--- src/rtl/ttt_pkg.sv ---
// ttt_pkg: shared types, cell count and win-line masks for the tic-tac-toe controller
package ttt_pkg;
    typedef enum logic [1:0] {WAIT_X, WAIT_O, CHECK, DONE} state_t;
    typedef enum logic [1:0] {NONE = 2'd0, RANGE = 2'd1, TURN = 2'd2, OCC = 2'd3} err_t;
    localparam int NUM_CELLS = 9;
    // rows, columns, then the 0-4-8 and 2-4-6 diagonals; bit n is cell n (row-major)
    localparam logic [7:0][NUM_CELLS-1:0] WIN_LINES = {
        9'h007, 9'h038, 9'h1c0,
        9'h049, 9'h092, 9'h124,
        9'h111, 9'h054
    };
endpackage

--- src/rtl/ttt_line_check.sv ---
// ttt_line_check: flags a completed row, column or diagonal on one player's board
//   board in 9: occupancy of one player, row-major
//   win   out 1: some win line is fully covered
module ttt_line_check
    import ttt_pkg::*;
(
    input  logic [NUM_CELLS-1:0] board,
    output logic                 win
);
    always_comb begin
        win = 1'b0;
        for (int i = 0; i < 8; i++)
            win = win | ((board & WIN_LINES[i]) == WIN_LINES[i]);
    end
endmodule

--- src/rtl/tictactoe_game.sv ---
// tictactoe_game: move validation, turn alternation, win/draw detection and score keeping
//   clk, rst (sync, active high); new_game clears board, keeps scores
//   move_valid/move_ready handshake with move_cell (0..8) and move_player (0 = X, 1 = O)
//   move_ack / move_err + err_code: one-cycle result of every handshake
//   x, o: board occupancy; turn: next mover; game_over/win_x/win_o/draw: outcome
//   score_x, score_o, score_draw: saturating game counts
module tictactoe_game
    import ttt_pkg::*;
#(
    parameter bit FIRST_PLAYER = 1'b0,
    parameter bit ALT_START    = 1'b0,
    parameter int SCORE_W      = 8
) (
    input  logic                 clk,
    input  logic                 rst,
    input  logic                 new_game,
    input  logic                 move_valid,
    output logic                 move_ready,
    input  logic [3:0]           move_cell,
    input  logic                 move_player,
    output logic                 move_ack,
    output logic                 move_err,
    output logic [1:0]           err_code,
    output logic [NUM_CELLS-1:0] x,
    output logic [NUM_CELLS-1:0] o,
    output logic                 turn,
    output logic                 game_over,
    output logic                 win_x,
    output logic                 win_o,
    output logic                 draw,
    output logic [SCORE_W-1:0]   score_x,
    output logic [SCORE_W-1:0]   score_o,
    output logic [SCORE_W-1:0]   score_draw
);
    state_t               state, state_nx;
    err_t                 code;
    logic [3:0]           move_count;
    logic                 start, start_nx, accept, reject, win;
    logic [NUM_CELLS-1:0] cell_bit, mover;

    // start is the player who opened the current game; ALT_START alternates it
    assign start_nx   = ALT_START ? ~start : FIRST_PLAYER;
    assign cell_bit   = NUM_CELLS'(1) << move_cell;
    assign code       = move_cell > 4'd8 ? RANGE :
                        move_player != turn ? TURN :
                        |((x | o) & cell_bit) ? OCC : NONE;
    assign move_ready = (state == WAIT_X || state == WAIT_O) && !new_game;
    assign accept     = move_valid && move_ready && code == NONE;
    assign reject     = move_valid && move_ready && code != NONE;
    assign game_over  = state == DONE;
    // turn still names the mover while in CHECK, so its board is the one evaluated
    assign mover      = turn ? o : x;

    ttt_line_check u_line_check (.board(mover), .win(win));

    always_ff @(posedge clk)
        if (rst) state <= FIRST_PLAYER ? WAIT_O : WAIT_X;
        else     state <= state_nx;

    always_comb begin
        state_nx = state;
        if (new_game)
            state_nx = start_nx ? WAIT_O : WAIT_X;
        else if (accept)
            state_nx = CHECK;
        else if (state == CHECK)
            state_nx = win || move_count == 4'd9 ? DONE : turn ? WAIT_X : WAIT_O;
    end

    always_ff @(posedge clk) begin
        if (rst) begin
            x          <= '0;
            o          <= '0;
            turn       <= FIRST_PLAYER;
            start      <= FIRST_PLAYER;
            move_count <= '0;
            move_ack   <= 1'b0;
            move_err   <= 1'b0;
            err_code   <= NONE;
            win_x      <= 1'b0;
            win_o      <= 1'b0;
            draw       <= 1'b0;
            score_x    <= '0;
            score_o    <= '0;
            score_draw <= '0;
        end else begin
            move_ack <= accept;
            move_err <= reject;
            err_code <= reject ? code : NONE;
            if (new_game) begin
                x          <= '0;
                o          <= '0;
                move_count <= '0;
                win_x      <= 1'b0;
                win_o      <= 1'b0;
                draw       <= 1'b0;
                turn       <= start_nx;
                start      <= start_nx;
            end else if (accept) begin
                if (turn) o <= o | cell_bit;
                else      x <= x | cell_bit;
                move_count <= move_count + 4'd1;
            end else if (state == CHECK) begin
                if (win && turn) begin
                    win_o   <= 1'b1;
                    score_o <= score_o + SCORE_W'(score_o != '1);
                end else if (win) begin
                    win_x   <= 1'b1;
                    score_x <= score_x + SCORE_W'(score_x != '1);
                end else if (move_count == 4'd9) begin
                    draw       <= 1'b1;
                    score_draw <= score_draw + SCORE_W'(score_draw != '1);
                end else begin
                    turn <= ~turn;
                end
            end
        end
    end
endmodule

--- config.mk ---
export PLATFORM = sky130hd
export DESIGN_NAME = tictactoe_game
export DESIGN_NICKNAME = d
export VERILOG_FILES = /design/src/rtl/ttt_pkg.sv /design/src/rtl/ttt_line_check.sv /design/src/rtl/tictactoe_game.sv
export SDC_FILE = /design/constraint.sdc
export NUM_CORES = 1
export LEC_CHECK = 0
export ABC_AREA = 1
export BUFFER_PORTS_ARGS = -buffer_cell sky130_fd_sc_hd__buf_2
export CORE_MARGIN = 2
export CORE_UTILIZATION = 50
export CTS_CLUSTER_SIZE = 14
export DETAILED_ROUTE_END_ITERATION = 10
export GPL_TIMING_DRIVEN = 0
export PLACE_DENSITY = 0.74
export SLEW_MARGIN = 20
export SYNTH_ARGS = -nofsm -noshare
export SYNTH_HDL_FRONTEND = slang
export SYNTH_SLANG_ARGS = --single-unit
--- constraint.sdc ---
create_clock -name clk -period 2.85 [get_ports clk]
set_input_delay 0.285 -clock clk [delete_from_list [all_inputs] [get_ports clk]]
set_output_delay 0.285 -clock clk [all_outputs]
set_load 0.005 [all_outputs]
# Word-level counts from Yosys, hierarchy flattened
# Cells that the tools add are included.
# word_totals
reg_bits	56
latch_bits	0
ram_bits	0
rom_bits	0
input_bits	9
out_inout_bits	52
elab_cells	88
memories	0
# classes
addsub	4
multipliers	0
n_div	0
order_cmp	1
n_eq_ne	16
shift	1
muxes	8
bitwise	18
n_reduce_logical	25
# ops
cell	count
9-bit bitwise OR	3
8-bit by 1-bit adder with 8-bit output	3
3-bit equality test (second input constant)	8
8-bit inequality test (second input constant)	3
5-bit AND reduction	3
2-bit two-way mux	6
9-bit AND	1
9-bit two-way mux	1
9-bit OR reduction	1
1-bit by 4-bit << shifter with 9-bit output (first input constant)	1
4-bit AND reduction	2
1-bit inverter	7
1-bit bitwise OR	7
6-bit AND reduction	1
1-bit logical AND	5
4-bit by 1-bit adder with 4-bit output (second input constant)	1
2-bit equality test (second input constant)	2
4-bit equality test (second input constant)	1
4-bit greater-than comparator (second input constant)	1
2-bit zero test	2
2-bit AND reduction	2
2-bit nonzero test	2
2-bit OR reduction	2
3-bit AND reduction	1
6 further kinds	7

# Logic depth before layout (Yosys ltp)
# Gate-level depths: netlist (run 1).
# depth
depth_word	13
depth_mapped	16
depth_no_buf	15

# By module
# A second synthesis (run 1) with hierarchy kept.
# hier_totals
cells_unflattened	407
area_unflattened_um2	2816.5
# modules_own_cells
mod	n_inst	cells_each	area_each_um2	seq_area_each_um2
tictactoe_game	1	388	2741.4	1121.1
ttt_line_check	1	19	75.1	0.0

# Worst setup path after synthesis (run 1)
# No wires, ideal clock.
# synth_timing
path_kind	register to register
startpoint	register score_x[2]
endpoint	register score_x[4]
arrival_ns	1.721
t_required_ns	2.782
path_slack_ns	1.061
path_stages_with_launch	11
path_buffers	0
period_less_slack_ns	1.789
cell_sequence	dfxtp_1 -> inv_1 -> nor3_1 -> nand3_1 -> nand3b_1 -> ha_1 -> ha_1 -> nand3_1 -> xnor2_1 -> nand2_1 -> a21oi_2
# synth_via
elab_chain_len	2
# synth_rtl
item	line_no	source
start, declared	tictactoe_game.sv:31	output logic [SCORE_W-1:0] score_x,
start signal, assigned	tictactoe_game.sv:109	score_x <= score_x + SCORE_W'(score_x != '1);
8-bit inequality test	tictactoe_game.sv:109	
8-bit by 1-bit adder with 8-bit output *	tictactoe_game.sv:109	
# Mark *: on every way between the ends. The rest lies on a longest branch, timed or not.
# A chain may end at the register's enable or synchronous reset.

# Final worst setup path (run 1)
# Ends and elaborated chain as after synthesis.

==> summary.md, run 1 <==
| Metric | Value |
|---|---|
| DRC | `0` |
| Headroom to the max-slew limit | `a little over 60%` |
| Adder-Cell Fraction of Synth Area | `3.28%` |
| Filler Cell Count | `580` |
| Ant diodes | `0` |
| Worst Clk Skew | `0.00579 ns` |
| Register area share after synthesis | `36.7%` |
| Final nets | `~520` |
| Layout cells sized above 1 | `~20%` |
| Min Tclk post-route | `roughly 2 ns` |
| Fmax | `0.500 GHz` |
| Reg2Reg Depth | `10` |
| Area Growth Syn to Fin | `15.9%` |
| Post-synth top area share | `36.7%` |
| GRT overflow | `0` |
| Wire per inst | `between 10 and 15 um` |
| CP Max Fanout | `6` |
| # IOs | `between 60 and 70` |
| Compound-cell area share of the yosys netlist | `a little under a tenth` |
| Sink Count | `between 50 and 60` |
| Post-synth cell types | `36` |
| Main combinational cell family by area after synthesis | `simple AND/OR/NAND/NOR gates` |
| Setup TNS | `0 ns` |
| Final Cycle Share | `70.1%` |
| CTS root buf | `clkbuf_8` |
| RSZ-0062 raised after global routing | `no` |
| Hold path depth | `4` |
| CTS tree | `done` |
| Clock buffer depth | `2` |
| Total die area | `6750 um^2` |
| Post-synthesis cell count | `about 430` |
| Commonest non-fill, non-tap cell in the layout | `nand2_1` |
| Leak Pwr | `between 1.5 and 2 nW` |
| Ranking of synthesized cells by area | `dfxtp_1, nand2_1, a21oi_1` |
| Total Routed Length | `~6.9 mm` |
| Min-delay src | `move_cell[2]` |
| Initial Util | `between 50 and 60%` |
| Worst r2r dst | `score_x[4]` |
| WP data required | `3.10 ns` |
| Syn avg cell area | `between 7 and 8 um^2` |
| Simple-Gate Fraction of Synth Area | `a little over a third` |
| Vias per cell | `between 4 and 5` |
| Port buffer count | `59` |
| Initial antenna violation count | `0` |
| YS warnings | `0` |
| Most frequent cells in the layout | `nand2_1, buf_2, dfxtp_1` |
| Dpl hpwl | `5.07 mm` |
| Run status | `completed` |
| Die X | `~82 um` |
| CTS resizes | `0` |
| Syn nets | `between 400 and 500` |
| Final Max Tran Viols | `0` |
| Power per cell area | `approximately 380 nW/um^2` |
| XOR/XNOR share of the synthesized area | `5.12%` |
| DRT iter0 DRCs | `roughly 100` |
| Synth area leader | `dfxtp_1` |
| Crit. End Element | `register` |
| Crit path kind | `register to register` |
| Skew-Pair Late Insertion Delay | `approximately 0.31 ns` |
| Post-CTS setup buffer count | `0` |
| First-pass GRT wire length | `roughly 11 mm` |
| Hold buffers post-CTS | `0` |
| Yosys reg bits | `56` |
| VDD IR max | `around 0.28 mV` |
| Worst Tran Pin Value | `between 0.5 and 0.6 ns` |
| Detail Route Antenna Nets | `0` |
| Final Hold Fails | `0` |
| Critical path arrival | `~2.3 ns` |
| Endpoint, Worst Hold | `x[8]` |
| Setup Viol. Count Final | `0` |
| First drt pass iteration count | `4` |
| R2R Path Start | `score_x[2]` |
| GRT Total Usage | `between 20 and 25%` |
| Largest net degree at the start of global routing | `18` |
| Cell Rows | `28` |
| Hold_ws | `roughly 0.31 ns` |
| Max H-tree Level | `2` |
| Cell Area, Synth | `3060 um^2` |
| Inserted Clock Buffers | `5` |
| Setup slack, reg-to-reg | `0.85 ns` |
| Via count | `2866` |
| GPL Wtd Cong | `approximately 0.85` |
| Hold Path Class | `primary input to register` |
| Mux share of post-synthesis cell area | `0%` |
| Max_cap viols | `0` |
| Die Height | `82.2 um` |
| Clock Pin Slew Worst Setup and Hold Paths | `approximately 0.1 ns` |
| Vias in the first global route | `2495` |
| CP Launch Type | `register` |
| Placeable core area | `~5900 um^2` |
synthesized netlist by cell type:
cell and instances:
nor2_8 3, o21ai_1 1, inv_2 6, xnor2_2 1, o21ai_0 6, buf_8 1
nor2_2 3, buf_12 1, clkinv_1 1, xnor2_1 9, nand3b_1 3, o21ai_2 1
a21oi_2 5, a211oi_1 1, and3_1 1, xor2_1 7, dfxtp_1 56, nand3_1 18
nand2_1 130, nor3_1 6, buf_2 1, a31oi_1 1, buf_6 2, nand4_4 1
nor3_2 1, o21a_1 1, nand3_4 2, ha_1 8, a21oi_1 36, clkbuf_1 5
nor2_4 2, nand2_2 5, nand4_1 14, inv_1 46, inv_6 1, nor2_1 47
where the power goes:
| group | switching, mW | internal, mW | leakage, nW |
|---|---|---|---|
| combinational | 0.0509 | 0.0193 | 1.13 |
| sequential | 0.000941 | 0.784 | 0.451 |
| clock | 0.275 | 0.198 | 0.0434 |
layer usage:
| layer | up-vias | global-route usage [%] | part of all wire, % |
|---|---|---|---|
| li1 | 1507 | - | - |
| met4 | 0 | 5.00 | 0.80 |
| met1 | 1287 | 29.0 | 48 |
| met2 | 67 | 35.4 | 46 |
| met5 | - | 0 | 0 |
| met3 | 5 | 4.24 | 5.7 |
per-stage QoR:
stage | area, um^2 | cells | power [mW] | setup slack (ns) | utilization [%]
final | 3540 | 575 | 1.33 | 0.851 | 59.8
after global routing | 3540 | 575 | 1.38 | 0.645 | 59.8
after CTS | 3540 | 575 | 1.34 | 0.862 | 59.8
after detailed placement | 3440 | 567 | 0.873 | 0.898 | 58.2
after global placement | 3440 | 567 | 0.873 | 0.911 | 58.2
after floorplan | 3060 | 433 | 0.849 | 1.06 | -
how the worst max path moves through the flow:
| stage | cells past startpoint | end | from | slack (ns) |
|---|---|---|---|---|
| finish | 10 | score_x[4] | score_x[2] | 0.85 |
| CTS | 10 | score_x[4] | score_x[2] | 0.86 |
| floorplan | 10 | score_x[4] | score_x[2] | 1.06 |
| detailed placement | 10 | score_x[4] | score_x[2] | 0.90 |
| global route | 10 | score_x[4] | score_x[2] | 0.64 |
| global placement | 10 | score_x[4] | score_x[2] | 0.91 |
kinds of logic (layout without fill, tap and decap cells):
family,after synthesis,count (layout)
adders and majority gates,8,8
buffers and inverters,64,131
DFF,56,56
xor gates and xnor gates,17,17
AOI/OAI and AO/OA,52,52
and+or+nand+nor,236,236
cell type report:
class                      count  area [um^2]  share of cell area [%]
clock buffer                   6         82.6                    2.33
sequential                    56         1120                    31.6
tap                           75         93.8                    2.65
multi-input combinational    313         1650                    46.5
inverter                      54          208                    5.86
timing repair buffer          59          295                    8.34
clock inverter                 2         15.0                   0.424
buffer                        10         81.3                    2.30
registers in the layout, indices dropped and copies added, names as in the netlist:
signal,cells
move_ack,1
win_x,1
score_o,8
score_draw,8
win_o,1
o,9
move_count,4
err_code,2
turn,1
score_x,8
move_err,1
state,2
draw,1
x,9
worst max-delay path, cell delays in order, from the launching register on:
cell,delay [ns]
dfxtp_1,0.43
inv_1,0.09
nor3_1,0.26
nand3_1,0.10
nand3b_1,0.17
ha_1,0.21
ha_1,0.24
nand3_1,0.12
xnor2_1,0.12
nand2_1,0.08
a21oi_2,0.12
Power figures use the tool's default switching activity.
==> run 2, diff against run 1 <==
- clock period: 2.85 -> 2.1 ns (I/O delays scaled with it)
==> run 2 against run 1 <==
  * Non-clock buffer count did not move
  * Final cell count unchanged
  * Power rose by 36%
  * Die area is the same
  * Hold slack got worse by 0.075 ns
  * Sequential share of layout area about the same
  * Routed wire length is 0.35% lower
  * Combinational power grew 35%
  * Worst setup slack got worse by 0.68 ns
==> summary.md, run 2 (synthesized netlist as in run 1, its figures left out) <==
| Metric | Value |
|---|---|
| Worst Tran Pin Value | `0.563 ns (-0.00202 ns)` |
| Skew-Pair Late Insertion Delay | `0.31 ns (about the same)` |
| Detail Route Antenna Nets | `0 (unchanged)` |
| Worst r2r dst | `score_x[7]` |
| Min Tclk post-route | `1.93 ns (-0.0697 ns)` |
| Sink Count | `56 (unchanged)` |
| Setup slack, reg-to-reg | `0.17 ns (-0.68 ns)` |
| Placeable core area | `5920 um^2 (unchanged)` |
| DRC | `0 (unchanged)` |
| Headroom to the max-slew limit | `62.5% (+0.13 points)` |
| Filler Cell Count | `581 (+0.17%)` |
| CTS tree | `done` |
| RSZ-0062 raised after global routing | `no` |
| Hold Path Class | `primary input to register` |
| Port buffer count | `59 (unchanged)` |
| Reg power frac | `59.1% (about the same)` |
| Switching power | `0.443 mW (+36%)` |
| Vias in the first global route | `2495 (unchanged)` |
| Total die area | `6750 um^2 (unchanged)` |
| Int Power | `1.36 mW (+36%)` |
| Post-CTS setup buffer count | `0 (unchanged)` |
| Worst Setup SP | `turn` |
| Critical path arrival | `2.12 ns (-0.13 ns)` |
| Largest registers | `o (9), x (9)` |
| Power per cell area | `508 nW/um^2 (+35%)` |
| WP data required | `2.29 ns (-0.81 ns)` |
| Die Height | `82.2 um (unchanged)` |
| Wire per inst | `11.9 um (-0.35%)` |
| Slowest stage delay, CP | `0.34 ns (-0.09 ns)` |
| CP Launch Type | `register` |
| Final Max Tran Viols | `0 (unchanged)` |
| Worst setup path end | `score_x[7]` |
| Layout cells sized above 1 | `21.0% (+0.40 points)` |
| Initial antenna violation count | `0 (unchanged)` |
| Initial Util | `51.6% (unchanged)` |
| Run status | `completed` |
| Crit. End Element | `register` |
| Total Routed Length | `6.85 mm (-0.35%)` |
| Most frequent cells in the layout | `nand2_1, buf_2, dfxtp_1` |
| Worst path slowest cell | `dfxtp_1` |
| Area Growth Syn to Fin | `16.1%` |
| Leak Pwr | `1.62 nW (about the same)` |
| Setup WS pre-CTS | `0.148 ns (-0.750 ns)` |
| Dpl hpwl | `5.07 mm (unchanged)` |
| Fmax | `0.518 GHz (+3.6%)` |
| Setup TNS | `0 ns (unchanged)` |
| Hold buffers post-CTS | `0 (unchanged)` |
| Reg2Reg Depth | `11 (+1)` |
| Sw frac | `24.6% (about the same)` |
| CTS root buf | `clkbuf_8` |
| GRT overflow | `0 (unchanged)` |
| Final nets | `516 (unchanged)` |
| VDD IR max | `0.375 mV (+35%)` |
| Cell Rows | `28 (unchanged)` |
| Final Hold Fails | `0 (unchanged)` |
| Vias per cell | `4.97 (-0.38%)` |
| GRT Total Usage | `21.5% (unchanged)` |
| # IOs | `61 (unchanged)` |
| Max H-tree Level | `2 (unchanged)` |
| Critical-path cell list | `buf_6 -> buf_12 -> o21ai_0 -> o21ai_1 -> nand2_2 -> nand2_2 -> nor2_2 -> buf_6 -> inv_2 -> nand2_1 -> a21oi_2` |
| Die X | `82.2 um (unchanged)` |
| Worst Clk Skew | `0.00377 ns (-0.00202 ns)` |
| Via count | `2855 (-0.38%)` |
| DRT iter0 DRCs | `100 (-2.9%)` |
| R2R Path Start | `turn` |
| Clock buffer depth | `2 (unchanged)` |
| Clock Pin Slew Worst Setup and Hold Paths | `0.10 ns (about the same)` |
| Setup Viol. Count Final | `0 (unchanged)` |
| CP Max Fanout | `10 (+4)` |
| Total Power | `1.80 mW (+36%)` |
| Inserted Clock Buffers | `5 (unchanged)` |
| Clk pwr share | `35.6% (about the same)` |
| First-pass GRT wire length | `11.4 mm (unchanged)` |
| Ant diodes | `0 (unchanged)` |
| Worst setup margin | `0.171 ns (-0.680 ns)` |
| Largest net degree at the start of global routing | `18 (unchanged)` |
| GPL Wtd Cong | `0.855 (unchanged)` |
| Commonest non-fill, non-tap cell in the layout | `nand2_1` |
| Crit path kind | `register to register` |
| Finished Layout Cells | `575 (unchanged)` |
| Comb pwr share | `5.3% (about the same)` |
| Max_cap viols | `0 (unchanged)` |
| Post-placement cell count | `567 (unchanged)` |
| First drt pass iteration count | `4 (unchanged)` |
| Final Cycle Share | `91.9% (+22 points)` |
[run 2: what timing repair did]
action | 4_1_cts | 5_1_grt
resized for setup | 0 | 2
setup endpoints to repair | 0 | 2
endpoints found under the hold margin | 0 | 0
[run 2: worst min-delay path by stage]
stage / startpoint / end / slack [ns] / cells after the start
2_1_floorplan: move_cell[2] / o[8] / 0.40 / 3
4_1_cts: move_cell[2] / x[8] / 0.22 / 4
5_1_grt: move_cell[2] / x[8] / 0.25 / 4
3_3_place_gp: draw / draw / 0.45 / 1
3_5_place_dp: draw / draw / 0.46 / 1
6_report: move_cell[2] / x[8] / 0.23 / 4
[run 2: layout make-up]
| cell class | instances | area [um^2] | area share (%) |
|---|---|---|---|
| multi-input cells | 313 | 1650 | 46.5 |
| flip-flops and latches | 56 | 1120 | 31.6 |
| repair buffers | 59 | 295 | 8.32 |
| inverters | 54 | 208 | 5.85 |
| well taps | 75 | 93.8 | 2.64 |
| clock buffers | 6 | 82.6 | 2.33 |
| plain buffers | 10 | 81.3 | 2.29 |
| clock inverters | 2 | 15.0 | 0.423 |
[run 2: power by group through the flow]
stage,combinational (mW),sequential [mW],clock [mW]
global route,0.107,1.07,0.699
detailed placement,0.0945,1.09,0
CTS,0.0949,1.07,0.659
finish,0.0948,1.07,0.642
floorplan,0.0621,1.09,0
global placement,0.0939,1.09,0
[run 2: critical path: cells and delay by family (launching register included)]
family	cells	cell delay (ns)
buffers and inverters	4	0.53
flip-flops	1	0.34
AND/OR/NAND/NOR	4	0.46
AO/OA/AOI/OAI	3	0.49
[run 2: metal layers]
metal | global-route usage (%) | vias to the layer above | routed length (um)
li1 | - | 1506 | -
met1 | 29.0 | 1277 | 3240
met2 | 35.4 | 67 | 3160
met3 | 4.24 | 5 | 393
met4 | 5.00 | 0 | 55
met5 | 0 | - | 0
[run 2: metrics by stage]
stage / utilization (%) / hold slack [ns] / area (um^2)
2_1_floorplan: - / 0.397 / 3060
3_3_place_gp: 58.2 / 0.447 / 3440
3_5_place_dp: 58.2 / 0.455 / 3440
4_1_cts: 59.8 / 0.218 / 3540
5_1_grt: 59.9 / 0.245 / 3550
6_report: 59.9 / 0.233 / 3550
==> run 3, diff against run 2 <==
- BUFFER_PORTS_ARGS: -buffer_cell sky130_fd_sc_hd__buf_2 -> not set
- CORE_UTILIZATION: 50 -> 25
- DONT_BUFFER_PORTS: not set -> 1
- PLACE_DENSITY: 0.74 -> not set
==> run 3 against run 2 <==
  * Global-route usage down 9.8 points
  * Count of clock-buffer cells in the layout is 1 lower
  * Combinational power is 14% lower
  * Clock skew grew 0.0059 ns
  * Clock power is 50% higher
  * Routed wire length up 8.3%
  * Utilization decreased by 31 points
  * Die area grew 94%
  * Via count decreased by 5.4%
  * Highest routed layer unchanged
==> summary.md, run 3 (synthesized netlist as in run 1, its figures left out) <==
| Metric | Value |
|---|---|
| Headroom to the max-slew limit | `63.4% (+0.96 points)` |
| GRT overflow | `0 (unchanged)` |
| Placeable core area | `12000 um^2 (+100%)` |
| Commonest non-fill, non-tap cell in the layout | `nand2_1` |
| VDD IR max | `0.303 mV (-19%)` |
| Max H-tree Level | `2 (unchanged)` |
| Wire per inst | `12.6 um (+5.6%)` |
| WP data required | `2.32 ns (+0.03 ns)` |
| Cell Rows | `40 (+43%)` |
| GRT Total Usage | `11.7% (-9.8 points)` |
| Setup TNS | `0 ns (unchanged)` |
| Crit path kind | `register to register` |
| DRT iter0 DRCs | `130 (+30%)` |
| Filler Cell Count | `1277 (+120%)` |
| Hold buffers post-CTS | `0 (unchanged)` |
| Vias in the first global route | `2507 (+0.48%)` |
| RSZ-0062 raised after global routing | `no` |
| Die Height | `115 um (+39%)` |
| Port buffer count | `0 (-100%)` |
| Largest registers | `o (9), x (9)` |
| Min Tclk post-route | `1.92 ns (-0.0132 ns)` |
| Leak Pwr | `1.36 nW (-16%)` |
| Finished Layout Cells | `590 (+2.6%)` |
| Skew-Pair Late Insertion Delay | `0.30 ns (about the same)` |
| CTS root buf | `clkbuf_16` |
| Max_cap viols | `0 (unchanged)` |
| First drt pass iteration count | `4 (unchanged)` |
| Initial antenna violation count | `0 (unchanged)` |
| CP Max Fanout | `6 (-4)` |
| Die X | `115 um (+39%)` |
| Fmax | `0.522 GHz (+0.69%)` |
| Dpl hpwl | `5.71 mm (+13%)` |
| Initial Util | `25.5% (-26 points)` |
| Final Hold Fails | `0 (unchanged)` |
| Vias per cell | `4.58 (-7.8%)` |
| CP Launch Type | `register` |
| Ant diodes | `0 (unchanged)` |
| Detail Route Antenna Nets | `0 (unchanged)` |
| Sink Count | `56 (unchanged)` |
| Area Growth Syn to Fin | `13.1%` |
| Final Max Tran Viols | `0 (unchanged)` |
| First-pass GRT wire length | `12.4 mm (+8.5%)` |
| Via count | `2701 (-5.4%)` |
| Most frequent cells in the layout | `nand2_1, dfxtp_1, nor2_1` |
| Layout cells sized above 1 | `12.2% (-8.8 points)` |
| Final nets | `459 (-11%)` |
| Total die area | `13100 um^2 (+94%)` |
| Worst Tran Pin Value | `0.549 ns (-0.0144 ns)` |
| Inserted Clock Buffers | `5 (unchanged)` |
| CTS tree | `done` |
| Critical path arrival | `2.14 ns (+0.02 ns)` |
| Worst Clk Skew | `0.00971 ns (+0.00594 ns)` |
| Crit. End Element | `register` |
| # IOs | `61 (unchanged)` |
| Clock Pin Slew Worst Setup and Hold Paths | `0.08 ns (-0.02 ns)` |
| Largest net degree at the start of global routing | `19 (+1)` |
| Hold Path Class | `primary input to register` |
| DRC | `0 (unchanged)` |
| Total Routed Length | `7.42 mm (+8.3%)` |
| Power per cell area | `611 nW/um^2 (+20%)` |
| GPL Wtd Cong | `0.882 (+3.1%)` |
| Setup Viol. Count Final | `0 (unchanged)` |
| Final Cycle Share | `91.2% (-0.63 points)` |
| Worst setup margin | `0.184 ns (+0.0132 ns)` |
| Run status | `completed` |
| Setup WS pre-CTS | `0.0761 ns (-0.0720 ns)` |
| Clock buffer depth | `2 (unchanged)` |
| Post-placement cell count | `580 (+2.3%)` |
-- run 3: changes by cell type in the layout (fill, tap and decap cells not counted), moves of 4 or more --
cell / delta
clkbuf_8: -6
buf_2: -59
dfxtp_1: -4
dfxtp_2: +4
clkbuf_16: +5
-- run 3: path summary, 6_finish.rpt --
| check | start | to | slack, ns | cells past startpoint |
|---|---|---|---|---|
| setup / recovery | score_x[2] | score_x[4] | 0.18 | 10 |
| hold / removal | move_cell[2] | x[8] | 0.11 | 3 |
| setup reg to reg | score_x[2] | score_x[4] | 0.18 | 10 |
| hold reg to reg | score_x[3] | score_x[3] | 0.49 | 2 |
-- run 3: repair_timing --
item,in CTS,in global routing
endpoints found under the setup margin,0,22
resized for setup,0,10
buffers inserted,0,2
-- run 3: worst max-delay path: stages (launching register included) --
cell	delay (ns)
dfxtp_2	0.39
inv_1	0.09
nor3_2	0.21
nand3_1	0.09
nand3b_1	0.17
ha_1	0.22
ha_1	0.23
nand3_1	0.11
xnor2_1	0.12
nand2_1	0.09
a21oi_2	0.12
-- run 3: report_power, final --
group          total, mW  internal (mW)  leakage (nW)  switching, mW
combinational     0.0813         0.0198         0.822         0.0615
clock              0.962          0.567        0.0840          0.394
sequential          1.07           1.06         0.454        0.00225
-- run 3: cell type report --
class / count / area [um^2] / share of cell area, %
Multi-Input combinational cell: 313 / 1670 / 48.2
Clock inverter: 3 / 47.5 / 1.38
Clock buffer: 5 / 125 / 3.62
Buffer: 10 / 81.3 / 2.35
Sequential cell: 56 / 1130 / 32.6
Inverter: 54 / 208 / 6.01
Timing Repair Buffer: 2 / 15.0 / 0.435
Tap cell: 147 / 184 / 5.32
-- run 3: metrics by stage --
step	hold WS, ns	total power, mW	area (um^2)	util, %
finish	0.108	2.11	3450	28.9
floorplan	0.397	1.15	3060	-
detailed placement	0.420	1.17	3240	27.1
CTS	0.0972	2.15	3410	28.5
global route	0.123	2.21	3450	28.9
global placement	0.411	1.17	3240	27.1
-- run 3: layer usage --
| metal | GRT usage (%) | share of wire (%) | up-vias | routed length [um] |
|---|---|---|---|---|
| met5 | 0 | 0 | - | 0 |
| met2 | 19.8 | 47 | 62 | 3480 |
| li1 | - | - | 1392 | - |
| met1 | 14.0 | 44 | 1239 | 3290 |
| met4 | 2.76 | 0.61 | 0 | 45 |
| met3 | 4.50 | 8.2 | 8 | 609 |
